===== config.mk =====
export PLATFORM = sky130hd
export DESIGN_NAME = multicycle_controller_flat
export DESIGN_NICKNAME = d
export VERILOG_FILES = /design/src/rtl/multicycle_controller_pkg.sv /design/src/rtl/multicycle_controller_if.sv /design/src/rtl/multicycle_controller_instr_class_decode.sv /design/src/rtl/multicycle_controller.sv /design/src/flat_wrapper.sv
export SDC_FILE = /design/constraint.sdc
export NUM_CORES = 1
export LEC_CHECK = 0
export BUFFER_PORTS_ARGS = -buffer_cell sky130_fd_sc_hd__buf_2
export CORE_MARGIN = 2
export CORE_UTILIZATION = 40
export CTS_CLUSTER_DIAMETER = 150
export DETAILED_ROUTE_END_ITERATION = 7
export GPL_TIMING_DRIVEN = 0
export PLACE_DENSITY = 0.71
export SYNTH_ARGS = -nofsm -noshare
export SYNTH_HDL_FRONTEND = slang
export SYNTH_SLANG_ARGS = --single-unit

===== constraint.sdc =====
create_clock -name clk -period 3.38 [get_ports clk]
set_input_delay 0.507 -clock clk [delete_from_list [all_inputs] [get_ports clk]]
set_output_delay 0.507 -clock clk [all_outputs]
set_load 0.02 [all_outputs]

===== src/rtl/multicycle_controller_pkg.sv =====
// mc_ctrl_pkg: shared types and constants for the multicycle control FSM.
// TRAP state exists only when MULTICYCLE_ILLEGAL_TRAP_EN is defined.
package mc_ctrl_pkg;

  localparam logic [6:0] OP_R  = 7'b0110011;
  localparam logic [6:0] OP_I  = 7'b0010011;
  localparam logic [6:0] OP_LW = 7'b0000011;
  localparam logic [6:0] OP_SW = 7'b0100011;
  localparam logic [6:0] OP_BR = 7'b1100011;

  localparam logic [1:0] ALUOP_ADD   = 2'b00;
  localparam logic [1:0] ALUOP_BR    = 2'b01;
  localparam logic [1:0] ALUOP_FUNCT = 2'b10;

  typedef enum logic [2:0] {
    FETCH,
    DECODE,
    EXEC,
    MEM,
    WB
`ifdef MULTICYCLE_ILLEGAL_TRAP_EN
    , TRAP
`endif
  } state_t;

  typedef enum logic [2:0] {
    CL_R,
    CL_I,
    CL_LD,
    CL_ST,
    CL_BR,
    CL_ILL
  } iclass_t;

endpackage


===== src/rtl/multicycle_controller_if.sv =====
// Control bundle between the multicycle FSM and datapath/memories.
// master = controller side, slave = datapath/memory side.
interface multicycle_controller_if #(
  parameter int CNT_W = 32
);
  logic [6:0]       Opcode;
  logic             imem_ready;
  logic             dmem_ready;
  logic             imem_req;
  logic             IRWrite;
  logic             PCWrite;
  logic             ALUSrc;
  logic             MemtoReg;
  logic             RegWrite;
  logic             MemRead;
  logic             MemWrite;
  logic [1:0]       ALUOp;
  logic             Branch;
  logic             retire;
  logic [CNT_W-1:0] instret;
  logic             illegal_instr;

  modport master (
    input  Opcode, imem_ready, dmem_ready,
    output imem_req, IRWrite, PCWrite,
    output ALUSrc, MemtoReg, RegWrite,
    output MemRead, MemWrite, ALUOp,
    output Branch, retire, instret,
    output illegal_instr
  );

  modport slave (
    output Opcode, imem_ready, dmem_ready,
    input  imem_req, IRWrite, PCWrite,
    input  ALUSrc, MemtoReg, RegWrite,
    input  MemRead, MemWrite, ALUOp,
    input  Branch, retire, instret,
    input  illegal_instr
  );
endinterface


===== src/rtl/multicycle_controller_instr_class_decode.sv =====
// instr_class_decode: maps a 7-bit RV32I opcode to an instruction class.
// Anything outside the supported subset is classed CL_ILL.
module instr_class_decode
  import mc_ctrl_pkg::*;
(
  input  logic [6:0] opcode,
  output iclass_t    cls
);
  always_comb begin
    cls = CL_ILL;
    unique case (opcode)
      OP_R:    cls = CL_R;
      OP_I:    cls = CL_I;
      OP_LW:   cls = CL_LD;
      OP_SW:   cls = CL_ST;
      OP_BR:   cls = CL_BR;
      default: cls = CL_ILL;
    endcase
  end
endmodule


===== src/rtl/multicycle_controller.sv =====
// multicycle_controller: FETCH/DECODE/EXEC/MEM/WB sequencer + instret.
// MULTICYCLE_ILLEGAL_TRAP_EN: unsupported opcodes trap instead of NOP.
module multicycle_controller
  import mc_ctrl_pkg::*;
#(
  parameter int CNT_W = 32
) (
  input logic clk,
  input logic reset,
  multicycle_controller_if.master bus
);
  localparam logic [CNT_W-1:0] ONE = {{(CNT_W-1){1'b0}}, 1'b1};

  state_t           state;
  logic [6:0]       opc_q;
  logic [CNT_W-1:0] instret_q;
  iclass_t          new_cls;
  iclass_t          cur_cls;

  logic       req, irw, pcw, src, m2r;
  logic       rw, mr, mw, brn, ret, ill;
  logic [1:0] aluop;

  instr_class_decode u_new_cls (
    .opcode(bus.Opcode),
    .cls   (new_cls)
  );

  instr_class_decode u_cur_cls (
    .opcode(opc_q),
    .cls   (cur_cls)
  );

  always_ff @(posedge clk) begin
    if (reset) begin
      state <= FETCH;
      opc_q <= '0;
    end else begin
      case (state)
        FETCH:
          if (bus.imem_ready) state <= DECODE;
        DECODE: begin
          opc_q <= bus.Opcode;
`ifdef MULTICYCLE_ILLEGAL_TRAP_EN
          state <= (new_cls == CL_ILL) ? TRAP : EXEC;
`else
          state <= (new_cls == CL_ILL) ? FETCH : EXEC;
`endif
        end
        EXEC:
          case (cur_cls)
            CL_LD, CL_ST: state <= MEM;
            CL_BR:        state <= FETCH;
            default:      state <= WB;
          endcase
        MEM:
          if (bus.dmem_ready)
            state <= (cur_cls == CL_LD) ? WB : FETCH;
        WB:
          state <= FETCH;
`ifdef MULTICYCLE_ILLEGAL_TRAP_EN
        TRAP:
          state <= TRAP;
`endif
        default:
          state <= FETCH;
      endcase
    end
  end

  always_ff @(posedge clk) begin
    if (reset)    instret_q <= '0;
    else if (ret) instret_q <= instret_q + ONE;
  end

  // Reset forces every output low so aborted accesses drop at once.
  always_comb begin
    req   = 1'b0;
    irw   = 1'b0;
    pcw   = 1'b0;
    src   = 1'b0;
    m2r   = 1'b0;
    rw    = 1'b0;
    mr    = 1'b0;
    mw    = 1'b0;
    brn   = 1'b0;
    ret   = 1'b0;
    ill   = 1'b0;
    aluop = ALUOP_ADD;
    if (!reset) begin
      case (state)
        FETCH: begin
          req = 1'b1;
          irw = bus.imem_ready;
          pcw = bus.imem_ready;
        end
        DECODE: begin
`ifndef MULTICYCLE_ILLEGAL_TRAP_EN
          ret = (new_cls == CL_ILL);
`endif
        end
        EXEC:
          case (cur_cls)
            CL_R: aluop = ALUOP_FUNCT;
            CL_I: begin
              aluop = ALUOP_FUNCT;
              src   = 1'b1;
            end
            CL_LD, CL_ST: src = 1'b1;
            CL_BR: begin
              aluop = ALUOP_BR;
              brn   = 1'b1;
              ret   = 1'b1;
            end
            default: ;
          endcase
        MEM: begin
          src = 1'b1;
          mr  = (cur_cls == CL_LD);
          mw  = (cur_cls == CL_ST);
          ret = (cur_cls == CL_ST) && bus.dmem_ready;
        end
        WB: begin
          rw    = 1'b1;
          ret   = 1'b1;
          m2r   = (cur_cls == CL_LD);
          src   = (cur_cls != CL_R);
          aluop = (cur_cls == CL_LD) ? ALUOP_ADD
                                     : ALUOP_FUNCT;
        end
`ifdef MULTICYCLE_ILLEGAL_TRAP_EN
        TRAP:
          ill = 1'b1;
`endif
        default: ;
      endcase
    end
  end

  assign bus.imem_req      = req;
  assign bus.IRWrite       = irw;
  assign bus.PCWrite       = pcw;
  assign bus.ALUSrc        = src;
  assign bus.MemtoReg      = m2r;
  assign bus.RegWrite      = rw;
  assign bus.MemRead       = mr;
  assign bus.MemWrite      = mw;
  assign bus.ALUOp         = aluop;
  assign bus.Branch        = brn;
  assign bus.retire        = ret;
  assign bus.instret       = instret_q;
  assign bus.illegal_instr = ill;
endmodule


===== src/flat_wrapper.sv =====
// flat-port wrapper written by rule: the top's interface ports become plain ports
module multicycle_controller_flat import mc_ctrl_pkg::*;
#(
  parameter int CNT_W = 32
)
  (clk, reset, bus_Opcode, bus_imem_ready, bus_dmem_ready, bus_imem_req, bus_IRWrite, bus_PCWrite, bus_ALUSrc, bus_MemtoReg, bus_RegWrite, bus_MemRead, bus_MemWrite, bus_ALUOp, bus_Branch, bus_retire, bus_instret, bus_illegal_instr);
  multicycle_controller_if #(.CNT_W(CNT_W)) bus_i ();
  input logic clk;
  input logic reset;
  input wire logic [$bits(bus_i.Opcode)-1:0] bus_Opcode;
  input wire logic [$bits(bus_i.imem_ready)-1:0] bus_imem_ready;
  input wire logic [$bits(bus_i.dmem_ready)-1:0] bus_dmem_ready;
  output wire logic [$bits(bus_i.imem_req)-1:0] bus_imem_req;
  output wire logic [$bits(bus_i.IRWrite)-1:0] bus_IRWrite;
  output wire logic [$bits(bus_i.PCWrite)-1:0] bus_PCWrite;
  output wire logic [$bits(bus_i.ALUSrc)-1:0] bus_ALUSrc;
  output wire logic [$bits(bus_i.MemtoReg)-1:0] bus_MemtoReg;
  output wire logic [$bits(bus_i.RegWrite)-1:0] bus_RegWrite;
  output wire logic [$bits(bus_i.MemRead)-1:0] bus_MemRead;
  output wire logic [$bits(bus_i.MemWrite)-1:0] bus_MemWrite;
  output wire logic [$bits(bus_i.ALUOp)-1:0] bus_ALUOp;
  output wire logic [$bits(bus_i.Branch)-1:0] bus_Branch;
  output wire logic [$bits(bus_i.retire)-1:0] bus_retire;
  output wire logic [$bits(bus_i.instret)-1:0] bus_instret;
  output wire logic [$bits(bus_i.illegal_instr)-1:0] bus_illegal_instr;
  assign bus_i.Opcode = bus_Opcode;
  assign bus_i.imem_ready = bus_imem_ready;
  assign bus_i.dmem_ready = bus_dmem_ready;
  assign bus_imem_req = bus_i.imem_req;
  assign bus_IRWrite = bus_i.IRWrite;
  assign bus_PCWrite = bus_i.PCWrite;
  assign bus_ALUSrc = bus_i.ALUSrc;
  assign bus_MemtoReg = bus_i.MemtoReg;
  assign bus_RegWrite = bus_i.RegWrite;
  assign bus_MemRead = bus_i.MemRead;
  assign bus_MemWrite = bus_i.MemWrite;
  assign bus_ALUOp = bus_i.ALUOp;
  assign bus_Branch = bus_i.Branch;
  assign bus_retire = bus_i.retire;
  assign bus_instret = bus_i.instret;
  assign bus_illegal_instr = bus_i.illegal_instr;
  multicycle_controller #(.CNT_W(CNT_W)) u_core (.clk(clk), .reset(reset), .bus(bus_i));
endmodule

==> flow_summary.ini <==
[outcome]
status = finished clean

[clock_network]
cts_resized = 0
cts_tree = done
post_cts_buffers = 0
clock-root-buffer = clkbuf_8
clock_latency_ns = 0.29
path_clk_slew_ns = 0.08
h-tree-depth = 2
cts_hold_buf = 0
numCtsBuffers = 5
clock_path_buffers = 2
cts_sinks = 42

[power_and_ir_drop]
pwr-share-comb = 0.085
seq_power_share = 0.569
p_int_w = 0.000668
p_sw_frac = 0.249
power_switching_w = 0.000221
power_density_mw_per_mm2 = 329
p_clk_frac = 0.346
power_leakage_nw = 1.00
peakVddDrop_mv = 0.168

[global_route]
antenna_found_initial = 0
grt_max_degree = 12
grt_pass1_wl_um = 10000
overflow = 0
grt_pass1_vias = 2088
grt_usage = 0.201

[timing]
rsz0062_at_grt = no
finClkSkew_ns = 0.00657
slew_viol_final = 0
tightest_slew_ns = 0.595
setup_viol = 0
tns_ns = 0
max_freq_mhz = 379
slew_headroom = 0.600
min_period_ns = 2.64
finalCritPeriodShare = 0.781
final-hold-violation-count = 0

[worst_setup_path]
path_class = input pin to primary output
worst_path_dominant_cell_family = compound AO/OA/AOI/OAI gates
endpoint_kind = primary output
crit_fanout = 10
crit_chain = buf_2 > nand2b_1 > a2111oi_2 > o221a_2 > clkbuf_1 > nor2_1 > buf_2
max_stage_delay_ns = 0.48
required_ns = 2.87
start_kind = input pin
cpMostUsedCell = buf_2
cpMaxStageDelayCell = a2111oi_2
cp.arrival_ns = 2.13
critPathBufInv = 3

[yosys]
synth.most_common_cell = dfxtp_1
synth_largest_area_cell = dfxtp_1
yosys-top-cells-area = dfxtp_1 (37%), a21oi_1 (8.8%), nand2_1 (5.1%)
synth-async-reset-ratio = 0
synth-edff-count = 0
avgSynthCellArea_um2 = 8.02
yosysWarnings = 0
yosysSeqAreaShare = 0.372
synth_top_area_frac = 0.372
syn-num-nets = 294
syn_area_mm2 = 0.00226
netlist_top_cells_count = dfxtp_1 (42), a21oi_1 (40), nand2_1 (31), o21ai_0 (17)
synthFlopType = dfxtp_1
synth.distinct_cells = 49
syn_inst = 282
ys_ff_latch = 42

[die]
die_h_um = 79.2
initial_core_util = 0.413
fp.dieW_um = 79.2
die_area_mm2 = 0.00627
io_pins = 56
core_mm2 = 0.00547
rows = 27

[route]
postRouteAntennaNets = 0
wl_um = 6140
num_vias = 2380
drc = 0
drt-initial-drc-count = 134
drtPass1Iterations = 5
avgRoutedWirePerCell_um = 14.8
vias_per_cell = 5.73

[worst_hold_path]
hold_class = input pin to flip-flop

[placed_design]
port-buffer-count = 54
dp_hpwl_um = 4430
globalplace.congestion = 0.842

[finish]
post-route-util = 0.493
nFillCells = 559
area_delta_synth_final_pct = 19.3
diodes = 0
drive_above_1_share = 0.224
fin_nets = 355

[flow_run]
drv_cap = 0
-- cell type report --
class | instances | area, um2 | share of cell area
plain buffers | 19 | 83.8 | 0.0311
repair buffers | 54 | 270 | 0.100
clock buffers | 7 | 76.3 | 0.0283
flip-flops and latches | 42 | 841 | 0.312
well taps | 72 | 90.1 | 0.0334
inverters | 3 | 11.3 | 0.00417
multi-input cells | 218 | 1330 | 0.491
-- metrics by stage --
step	cells	cell area, um2	hold slack (ns)	setup WS [ns]	total power, W
3_5_place_dp	408	2620	0.445	0.724	0.000592
4_1_cts	415	2700	0.455	0.719	0.000899
3_3_place_gp	408	2620	0.439	0.748	0.000591
2_1_floorplan	282	2260	0.432	1.15	0.000565
5_1_grt	415	2700	0.470	0.536	0.000927
6_report	415	2700	0.460	0.741	0.000889
-- cell families after synthesis --
kind of cell	Yosys count	share of synthesized area
other	1	0.00166
AOI/OAI and AO/OA	81	0.212
adders and majority gates	1	0.00553
xor gates and xnor gates	1	0.00387
and+or+nand+nor	132	0.354
buffers and inverters	22	0.0420
muxes	2	0.00940
DFF	42	0.372
-- worst register-to-register path: cells and delay by family, from the launching register on --
kind | cells | cell delay (ns)
flops | 1 | 0.46
mux | 1 | 0.39
simple gates | 4 | 1.29
-- layer usage --
layer	share of wire	vias to the layer above	global-route usage
li1	-	1178	-
met1	0.47	1116	0.271
met2	0.47	82	0.325
met3	0.056	4	0.0409
met4	0.0060	0	0.0586
met5	0	-	0
-- final timing paths --
path                                                          from                             endpoint  slack, ns  cells past startpoint
worst max-delay path                                 bus_Opcode[4]                           bus_retire       0.74                      7
worst min-delay path                                 bus_Opcode[4]         u_core.opc_q[4]$_SDFFE_PP0N_       0.46                      3
worst max register to register  u_core.bus.instret[8]$_SDFFE_PP0P_  u_core.bus.instret[31]$_SDFFE_PP0P_       1.13                      5
worst min register to register        u_core.opc_q[3]$_SDFFE_PP0N_         u_core.opc_q[3]$_SDFFE_PP0N_       0.46                      2
-- power groups by stage --
stage / Sequential [W] / Combinational (W) / Clock (W)
finish: 0.000506 / 0.0000755 / 0.000308
detailed placement: 0.000517 / 0.0000752 / 0
global placement: 0.000517 / 0.0000743 / 0
floorplan: 0.000518 / 0.0000474 / 0
CTS: 0.000505 / 0.0000755 / 0.000318
global route: 0.000507 / 0.0000846 / 0.000336
-- sequential cells by signal, summed over array words and instances, names as in the netlist --
| name | count |
|---|---|
| u_core.opc_q | 7 |
| u_core.state | 3 |
| u_core.bus.instret | 32 |
-- placed cells by master, fill, tap and decap left out, types with 2 or more instances in the layout --
master	n
a211oi_1	2
a21oi_1	40
and2_1	7
and3b_1	4
and4_1	5
buf_2	58
buf_4	2
clkbuf_1	14
clkbuf_8	5
dfxtp_1	42
inv_1	3
nand2_1	31
nand2b_1	3
nand3_1	14
nand4_1	5
nor2_1	11
nor2b_1	6
nor3_1	2
nor4_1	4
o21ai_0	17
o31ai_1	15
or3_1	11
or4_1	15
Note: power is estimated with default switching activity, not from simulation.
